===== src/rtl/controle_memoria_dados.sv =====
// controle_memoria_dados
// Load/store controller that sits directly in front of the data RAM.
// It takes one request at a time from the execute stage and drives the RAM ports.
// It performs byte/halfword/word loads with sign or zero extension.
// It builds sub-word stores by read-modify-write.
// It hides the RAM's registered read port and its registered bank-offset latch.
//
// Handshake: a request is accepted on a rising edge where req_valid & req_ready.
// req_ready is high only while idle (OCIOSO), and req_* are ignored otherwise.
// Completion is a one-cycle resp_valid pulse. erro_acesso and resp_rdata are
// meaningful only in that cycle. req_ready is already high during the pulse,
// so a new request may be accepted back-to-back.
//
// Ports:
//   clock, reset           single clock, asynchronous active-high reset
//   req_*                  request from pipeline (valid/ready, write, size, signed, banco, addr, wdata)
//   resp_valid/rdata       completion pulse, load data (0 for stores/errors)
//   erro_acesso            access error flag, qualified by resp_valid
//   ram_*                  RAM data, read/write word addresses, we, offset_register; ram_q from RAM
//   estado_dbg             current FSM state, for observation
module controle_memoria_dados #(
  parameter int ADDR_WIDTH     = 32,
  parameter int PALAVRAS_BANCO = 64
) (
  input  logic                  clock,
  input  logic                  reset,
  input  logic                  req_valid,
  output logic                  req_ready,
  input  logic                  req_write,
  input  logic [1:0]            req_size,
  input  logic                  req_signed,
  input  logic                  req_banco,
  input  logic [ADDR_WIDTH-1:0] req_addr,
  input  logic [31:0]           req_wdata,
  output logic                  resp_valid,
  output logic [31:0]           resp_rdata,
  output logic                  erro_acesso,
  output logic [31:0]           ram_data,
  output logic [ADDR_WIDTH-1:0] ram_end_leitura,
  output logic [ADDR_WIDTH-1:0] ram_end_escrita,
  output logic                  ram_we,
  output logic                  ram_offset_register,
  input  logic [31:0]           ram_q,
  output logic [2:0]            estado_dbg
);

  typedef enum logic [2:0] {
    OCIOSO  = 3'd0,
    BANCO   = 3'd1,
    LEITURA = 3'd2,
    DADO    = 3'd3,
    ESCRITA = 3'd4
  } estado_t;

  estado_t                 estado_q, estado_d;
  logic                    write_q, write_d;
  logic [1:0]              size_q, size_d;
  logic                    signed_q, signed_d;
  logic [1:0]              lane_q, lane_d;
  logic [31:0]             wdata_q, wdata_d;
  logic [ADDR_WIDTH-1:0]   end_q, end_d;
  logic [31:0]             data_q, data_d;
  logic                    offset_q, offset_d;
  logic                    banco_valido_q, banco_valido_d;
  logic                    resp_valid_q, resp_valid_d;
  logic                    erro_q, erro_d;
  logic [31:0]             rdata_q, rdata_d;

  logic                    aceita;
  logic                    erro_req;
  logic                    troca_banco;
  logic                    palavra_store_req;
  logic [ADDR_WIDTH-1:0]   end_palavra;
  logic [31:0]             q_byte_desl;
  logic [31:0]             q_half_desl;
  logic [31:0]             dado_lido;
  logic [31:0]             mascara;
  logic [31:0]             dado_merge;

  assign req_ready           = (estado_q == OCIOSO);
  assign aceita              = req_valid & req_ready;
  assign end_palavra         = {2'b00, req_addr[ADDR_WIDTH-1:2]};
  assign erro_req            = (req_size == 2'b11)
                             | ((req_size == 2'b01) & req_addr[0])
                             | ((req_size == 2'b10) & (req_addr[1:0] != 2'b00))
                             | (end_palavra >= ADDR_WIDTH'(PALAVRAS_BANCO));
  // offset_q = 1 means the low bank is selected, so a request to bank b matches when b == ~offset_q.
  assign troca_banco         = ~banco_valido_q | (req_banco == offset_q);
  assign palavra_store_req   = req_write & (req_size == 2'b10);

  // Lane extraction for loads: shift the addressed byte/halfword down to bit 0.
  assign q_byte_desl = ram_q >> {lane_q, 3'b000};
  assign q_half_desl = ram_q >> {lane_q[1], 4'b0000};

  always_comb begin
    dado_lido = ram_q;
    mascara   = 32'hFFFF_FFFF;
    case (size_q)
      2'b00: begin
        dado_lido = signed_q ? {{24{q_byte_desl[7]}}, q_byte_desl[7:0]} : {24'h0, q_byte_desl[7:0]};
        mascara   = 32'h0000_00FF << {lane_q, 3'b000};
      end
      2'b01: begin
        dado_lido = signed_q ? {{16{q_half_desl[15]}}, q_half_desl[15:0]} : {16'h0, q_half_desl[15:0]};
        mascara   = 32'h0000_FFFF << {lane_q[1], 4'b0000};
      end
      default: begin
        dado_lido = ram_q;
        mascara   = 32'hFFFF_FFFF;
      end
    endcase
  end

  // Store merge: align the right-justified store data to the lane, keep the other bytes from ram_q.
  assign dado_merge = (ram_q & ~mascara)
                    | ((wdata_q << ((size_q == 2'b01) ? {lane_q[1], 4'b0000} : {lane_q, 3'b000})) & mascara);

  always_comb begin
    estado_d       = estado_q;
    write_d        = write_q;
    size_d         = size_q;
    signed_d       = signed_q;
    lane_d         = lane_q;
    wdata_d        = wdata_q;
    end_d          = end_q;
    data_d         = data_q;
    offset_d       = offset_q;
    banco_valido_d = banco_valido_q;
    resp_valid_d   = 1'b0;
    erro_d         = 1'b0;
    rdata_d        = rdata_q;
    case (estado_q)
      OCIOSO: begin
        if (aceita) begin
          if (erro_req) begin
            // Rejected without touching the RAM or the bank selection.
            resp_valid_d = 1'b1;
            erro_d       = 1'b1;
            rdata_d      = 32'h0;
          end else begin
            write_d  = req_write;
            size_d   = req_size;
            signed_d = req_signed;
            lane_d   = req_addr[1:0];
            wdata_d  = req_wdata;
            end_d    = end_palavra;
            if (palavra_store_req) data_d = req_wdata;
            if (troca_banco) begin
              offset_d = ~req_banco;
              estado_d = BANCO;
            end else begin
              estado_d = palavra_store_req ? ESCRITA : LEITURA;
            end
          end
        end
      end
      BANCO: begin
        // The RAM latches offset_register on this edge.
        banco_valido_d = 1'b1;
        estado_d       = (write_q && (size_q == 2'b10)) ? ESCRITA : LEITURA;
      end
      LEITURA: estado_d = DADO;
      DADO: begin
        if (write_q) begin
          data_d   = dado_merge;
          estado_d = ESCRITA;
        end else begin
          rdata_d      = dado_lido;
          resp_valid_d = 1'b1;
          estado_d     = OCIOSO;
        end
      end
      ESCRITA: begin
        rdata_d      = 32'h0;
        resp_valid_d = 1'b1;
        estado_d     = OCIOSO;
      end
      default: estado_d = OCIOSO;
    endcase
  end

  always_ff @(posedge clock or posedge reset) begin
    if (reset) begin
      estado_q       <= OCIOSO;
      write_q        <= 1'b0;
      size_q         <= 2'b00;
      signed_q       <= 1'b0;
      lane_q         <= 2'b00;
      wdata_q        <= 32'h0;
      end_q          <= '0;
      data_q         <= 32'h0;
      offset_q       <= 1'b1;
      banco_valido_q <= 1'b0;
      resp_valid_q   <= 1'b0;
      erro_q         <= 1'b0;
      rdata_q        <= 32'h0;
    end else begin
      estado_q       <= estado_d;
      write_q        <= write_d;
      size_q         <= size_d;
      signed_q       <= signed_d;
      lane_q         <= lane_d;
      wdata_q        <= wdata_d;
      end_q          <= end_d;
      data_q         <= data_d;
      offset_q       <= offset_d;
      banco_valido_q <= banco_valido_d;
      resp_valid_q   <= resp_valid_d;
      erro_q         <= erro_d;
      rdata_q        <= rdata_d;
    end
  end

  // Write enable decoded from state so an asynchronous reset removes it at once.
  assign ram_we              = (estado_q == ESCRITA);
  assign ram_end_leitura     = end_q;
  assign ram_end_escrita     = end_q;
  assign ram_data            = data_q;
  assign ram_offset_register = offset_q;
  assign resp_valid          = resp_valid_q;
  assign erro_acesso         = erro_q;
  assign resp_rdata          = rdata_q;
  assign estado_dbg          = estado_q;

endmodule


===== config.mk =====
export PLATFORM = sky130hd
export DESIGN_NAME = controle_memoria_dados
export DESIGN_NICKNAME = d
export VERILOG_FILES = /design/src/rtl/controle_memoria_dados.sv
export SDC_FILE = /design/constraint.sdc
export NUM_CORES = 1
export LEC_CHECK = 0
export ABC_AREA = 0
export CORE_ASPECT_RATIO = 1.25
export CORE_MARGIN = 5
export CORE_UTILIZATION = 30
export CTS_BUF_LIST = sky130_fd_sc_hd__clkbuf_16
export CTS_CLUSTER_DIAMETER = 30
export DETAILED_ROUTE_END_ITERATION = 6
export DONT_BUFFER_PORTS = 1
export GPL_ROUTABILITY_DRIVEN = 0
export PLACE_DENSITY = 0.4
export SLEW_MARGIN = 20
export SYNTH_ARGS = -nofsm -noshare
export SYNTH_HDL_FRONTEND = slang
export SYNTH_SLANG_ARGS = --single-unit

===== constraint.sdc =====
create_clock -name clock -period 9 [get_ports clock]
set_input_delay 2.7 -clock clock [delete_from_list [all_inputs] [get_ports clock]]
set_output_delay 2.7 -clock clock [all_outputs]
set_load 0.005 [all_outputs]

* Yosys cells after proc, flatten, opt, wreduce, memory -nomap -nowiden *
Index checks and enable logic that the tools add are counted.

word-level totals
  bits in registers = 139
  bits of input ports = 104
  output and inout bits = 136
  word-level logic and storage cells = 87

operators by class
  order comparisons = 1
  equality and inequality tests = 16
  shift-type cells = 5
  multiplexer cells = 26
  bitwise logic cells = 15
  reduce and logical (&&, ||, !) cells = 11

operator list
  kind                                                                 number
  2-to-1 mux 32 bit                                                    9
  case mux 32 bit (2 select lines)                                     3
  case mux 32 bit (3 select lines)                                     1
  bitwise AND 32 bit                                                   2
  inverter 32 bit                                                      1
  bitwise OR 32 bit                                                    1
  left shift 16 x 5 -> 32 bit (first input constant)                   1
  left shift 32 x 5 -> 32 bit                                          1
  left shift 8 x 5 -> 32 bit (first input constant)                    1
  >> shifter 32 x 5 -> 16 bit                                          1
  >> shifter 32 x 5 -> 8 bit                                           1
  greater-or-equal comparator 30 x 7 -> 1 bit (second input constant)  1
  2-to-1 mux 3 bit                                                     6
  case mux 3 bit (4 select lines)                                      1
  AND reduction 4 bit                                                  2
  equality test 2 bit (second input constant)                          3
  equality test 3 x 2 -> 1 bit (second input constant)                 2
  inequality test 2 x 1 -> 1 bit (second input constant)               3
  inequality test 2 bit (second input constant)                        3
  AND reduction 5 bit                                                  1
  bitwise AND 1 bit                                                    4
  equality test 2 x 1 -> 1 bit (second input constant)                 2
  2-to-1 mux 1 bit                                                     4
  2-to-1 mux 4 bit                                                     1
  13 further kinds                                                     19

* Logic depth before layout (Yosys ltp) *
  word-level depth = 8
  mapped depth = 10
  mapped depth without buffers = 6

* Least setup slack after synthesis *
OpenSTA, ideal clock, no wires.

  path type = input to register
  start point = input port req_addr[13]
  end point = register data_q[0] (netlist: ram_data[0])
  library setup time = 125 ps
  data arrival time = 4157 ps
  required time = 8875 ps
  setup slack = 4719 ps
  stages on the path = 7
  buffers on the path = 2
  cells stage by stage = nor4_1 o211ai_2 o21ai_2 and2_1 buf_2 buf_6 mux2_2

on the way
  longest elaborated chain between the ends = 4

RTL lines
  element                                      RTL line  source
  from (decl)                                  33        input logic [ADDR_WIDTH-1:0] req_addr,
  greater-or-equal comparator 30 x 7 -> 1 bit  86        | (end_palavra >= ADDR_WIDTH'(PALAVRAS_BANCO));
  bitwise OR 1 bit                             86
  inequality test 2 bit (no line)              n/a
  AND reduction 5 bit (no line)                n/a
  to (signal assigned)                         205       data_q <= data_d;
  to (decl)                                    62        logic [31:0] data_q, data_d;

Every way passes these cells.
A chain may end at the register's enable or synchronous reset.

* Final worst setup path *
  start point = input port req_addr[14]
  end point = register data_q[7] (netlist: ram_data[7])

Same word-level chain as after synthesis.

==> impl_metrics.csv <==
group,metric,value,unit
clock_network,postCtsHoldBufs,0,
setup_path,r2r_slack,6.21,ns
logic_synthesis,avgSynthCellArea,10.8,um2
floorplan,die_x,150,um
power_and_ir_drop,p_per_area,167,mW/mm2
place,dp_hpwl,18.1,mm
clock_network,cts.repair.resized,0,
timing,tns,0,ns
clock_network,postCtsSetupBuffers,0,
power_and_ir_drop,power.total,1.31,mW
routing,vias,5201,
timing,finClkSkew,0.0105,ns
setup_path,crit_fanout,28,
floorplan,die_area,0.0278,mm2
floorplan,num_io_pins,240,
layout,drive_above_1_share,23.1,%
layout,final_cell_mix,"dfrtp_1 (138), mux2_2 (66), nand2_1 (57), a21oi_1 (46), o21ai_0 (40)",
routing,drc,0,
floorplan,fp.dieH,185,um
grt,overflow,0,
logic_synthesis,synth_cells,678,
setup_path,reg2reg_to,"ram_data[8]",
setup_path,critPathMaxStageDelay,0.59,ns
logic_synthesis,synthDistinctLibCells,56,
routing,viasPerCell,5.37,
hold_path,min_to,"banco_valido_q",
hold_path,min_from,"banco_valido_q",
setup_path,r2r_cells,5,
logic_synthesis,yosys.area_share.adder,0,%
place,portBuffers,0,
logic_synthesis,synth_xor_area_share,0.119,%
logic_synthesis,synth-edff-count,0,
timing,fmax,0.204,GHz
timing,worst_slew_pin_slew,1.03,ns
clock_network,cts_sinks,139,
timing,hold_viol_final,0,
routing,wl_per_cell,25.1,um
layout,area_delta_synth_final,6.89,%
timing,fin_crit_sh,54.4,%
routing,wl,24.3,mm
flow_run,maxCapViolations,0,
logic_synthesis,synth_compound_area_share,17.8,%
clock_network,cts.clk_slew.worst_paths,0.06,ns
setup_path,required,9.30,ns
grt,grt_max_degree,77,
timing,slew_violations,0,
clock_network,cts_buffer_depth,2,
routing,drtIter0Drc,342,
logic_synthesis,synth-simple-area-share,11.0,%
setup_path,crit_family,"compound AO/OA/AOI/OAI gates",
layout,fill_cells,2511,
floorplan,rows,64,
setup_path,cp_num_buf_inv,1,
floorplan,core-area,0.0243,mm2
timing,setup_viol,0,
grt,grt_pass1_wl,35.7,mm
layout,nets,726,
logic_synthesis,yosys_warnings,0,
setup_path,reg2reg_from,"lane_q[1]",
floorplan,start_util,30.2,%
timing,rsz0062_at_grt,"false",
timing,slew_headroom,31.2,%
clock_network,insertion_delay,0.42,ns
logic_synthesis,synthMuxAreaShare,15.6,%
setup_path,endpoint_kind,"register",
hold_path,hold_path.class,"reg -> reg",
routing,ant_nets,0,
hold_path,holdPathStages,1,
logic_synthesis,yosysSeqAreaShare,47.3,%
grt,grt_pass1_vias,5294,
logic_synthesis,synthArstFlopShare,100,%
clock_network,clockRootBuffer,"clkbuf_16",
logic_synthesis,synth_area,0.00735,mm2
layout,final_util,32.3,%
status,status,"completed",
timing,fin_crit,4.90,ns
clock_network,cts.htree.levels,4,
setup_path,critPathKind,"in -> reg",
logic_synthesis,synth_top_family_by_area,"compound AO/OA/AOI/OAI gates",
clock_network,cts_tree,"done",
setup_path,worstPathArrival,5.20,ns
power_and_ir_drop,p_leak,3.48,nW
clock_network,cts_buffers,17,
logic_synthesis,synth_flop_cell,"dfrtp_1",
setup_path,crit_slowest_cell,"o21ai_2",
layout,final_common_cell,"dfrtp_1",
setup_path,path_cells,"nor4_1 -> o211ai_2 -> o21ai_2 -> and2_1 -> buf_4 -> mux2_2",
grt,grt_usage,17.4,%
logic_synthesis,synth_seq_cells,139,
power_and_ir_drop,peakVddDrop,0.000110,V
routing,drtPass1Iterations,5,
setup_path,startpoint_type,"input port",
grt,antenna_found_initial,4,
[where the power goes]
part	switching, mW	internal, mW
sequential	0.000262	0.626
combinational	0.0250	0.0113
clock	0.273	0.373
[through the flow]
stage | hold slack, ns | instance area [um2] | cells | worst slack (ns)
global route | 0.519 | 7850 | 966 | 3.91
finish | 0.496 | 7860 | 968 | 4.10
floorplan | 0.456 | 7360 | 681 | 2.58
CTS | 0.502 | 7840 | 963 | 4.06
detailed placement | 0.487 | 7310 | 933 | 3.62
global placement | 0.487 | 7310 | 933 | 3.70
[worst max-delay path by stage]
stage	cells past startpoint	startpoint	to	slack, ns
after global placement	6	req_addr[13]	ram_data[4]	3.70
after floorplan	1	reset	banco_valido_q	2.58
after global routing	6	req_addr[13]	ram_data[4]	3.91
final	6	req_addr[14]	ram_data[7]	4.10
after CTS	6	req_addr[13]	ram_data[3]	4.06
after detailed placement	6	req_addr[13]	ram_data[3]	3.62
[metal layers]
layer	global-route usage, %	vias to the layer above	part of all wire [%]
met5	0	-	0.086
met2	28.6	249	49
met1	19.6	2566	38
li1	-	2335	-
met4	6.59	4	2.8
met3	8.49	47	10
[flip-flops by register name (all words and copies together) (netlist names)]
| name | cells |
|---|---|
| resp_valid | 1 |
| signed_q | 1 |
| estado_dbg | 3 |
| write_q | 1 |
| wdata_q | 32 |
| ram_data | 32 |
| size_q | 2 |
| ram_offset_register | 1 |
| ram_end_escrita | 30 |
| erro_acesso | 1 |
| resp_rdata | 32 |
| lane_q | 2 |
| banco_valido_q | 1 |
[cells in the mapped netlist, drive strengths merged (7+ instances only)]
library cell / instances / area, um2
clkbuf: 22 / 82.6
a32oi: 8 / 70.1
a222oi: 7 / 70.1
mux2: 75 / 878
nand2: 57 / 214
dfrtp: 138 / 3450
a22o: 10 / 87.6
nor2: 24 / 92.6
a21boi: 8 / 60.1
nand2b: 12 / 75.1
a21oi: 47 / 235
mux2i: 9 / 90.1
o21ai: 41 / 209
nor2b: 26 / 163
a221oi: 8 / 70.1
inv: 17 / 68.8
o2bb2ai: 16 / 140
a31o: 9 / 78.8
a31oi: 11 / 68.8
mux4: 8 / 180
buf: 63 / 442
[layout make-up]
type / count / area, um2 / area share [%]
flip-flops and latches: 139 / 3480 / 44.3
multi-input cells: 440 / 3300 / 42.0
clock buffers: 17 / 425 / 5.41
well taps: 330 / 413 / 5.25
clock inverters: 13 / 105 / 1.34
inverters: 17 / 73.8 / 0.939
repair buffers: 7 / 52.6 / 0.669
diodes: 5 / 12.5 / 0.159
[cell families after synthesis]
| kind of cell | count (synthesis) |
|---|---|
| other | 1 |
| AO/OA/AOI/OAI | 190 |
| AND/OR/NAND/NOR | 153 |
| multiplexers | 92 |
| XOR/XNOR | 1 |
| buffers and inverters | 102 |
| flip-flops | 139 |
Note: power is estimated with default switching activity, not from simulation.
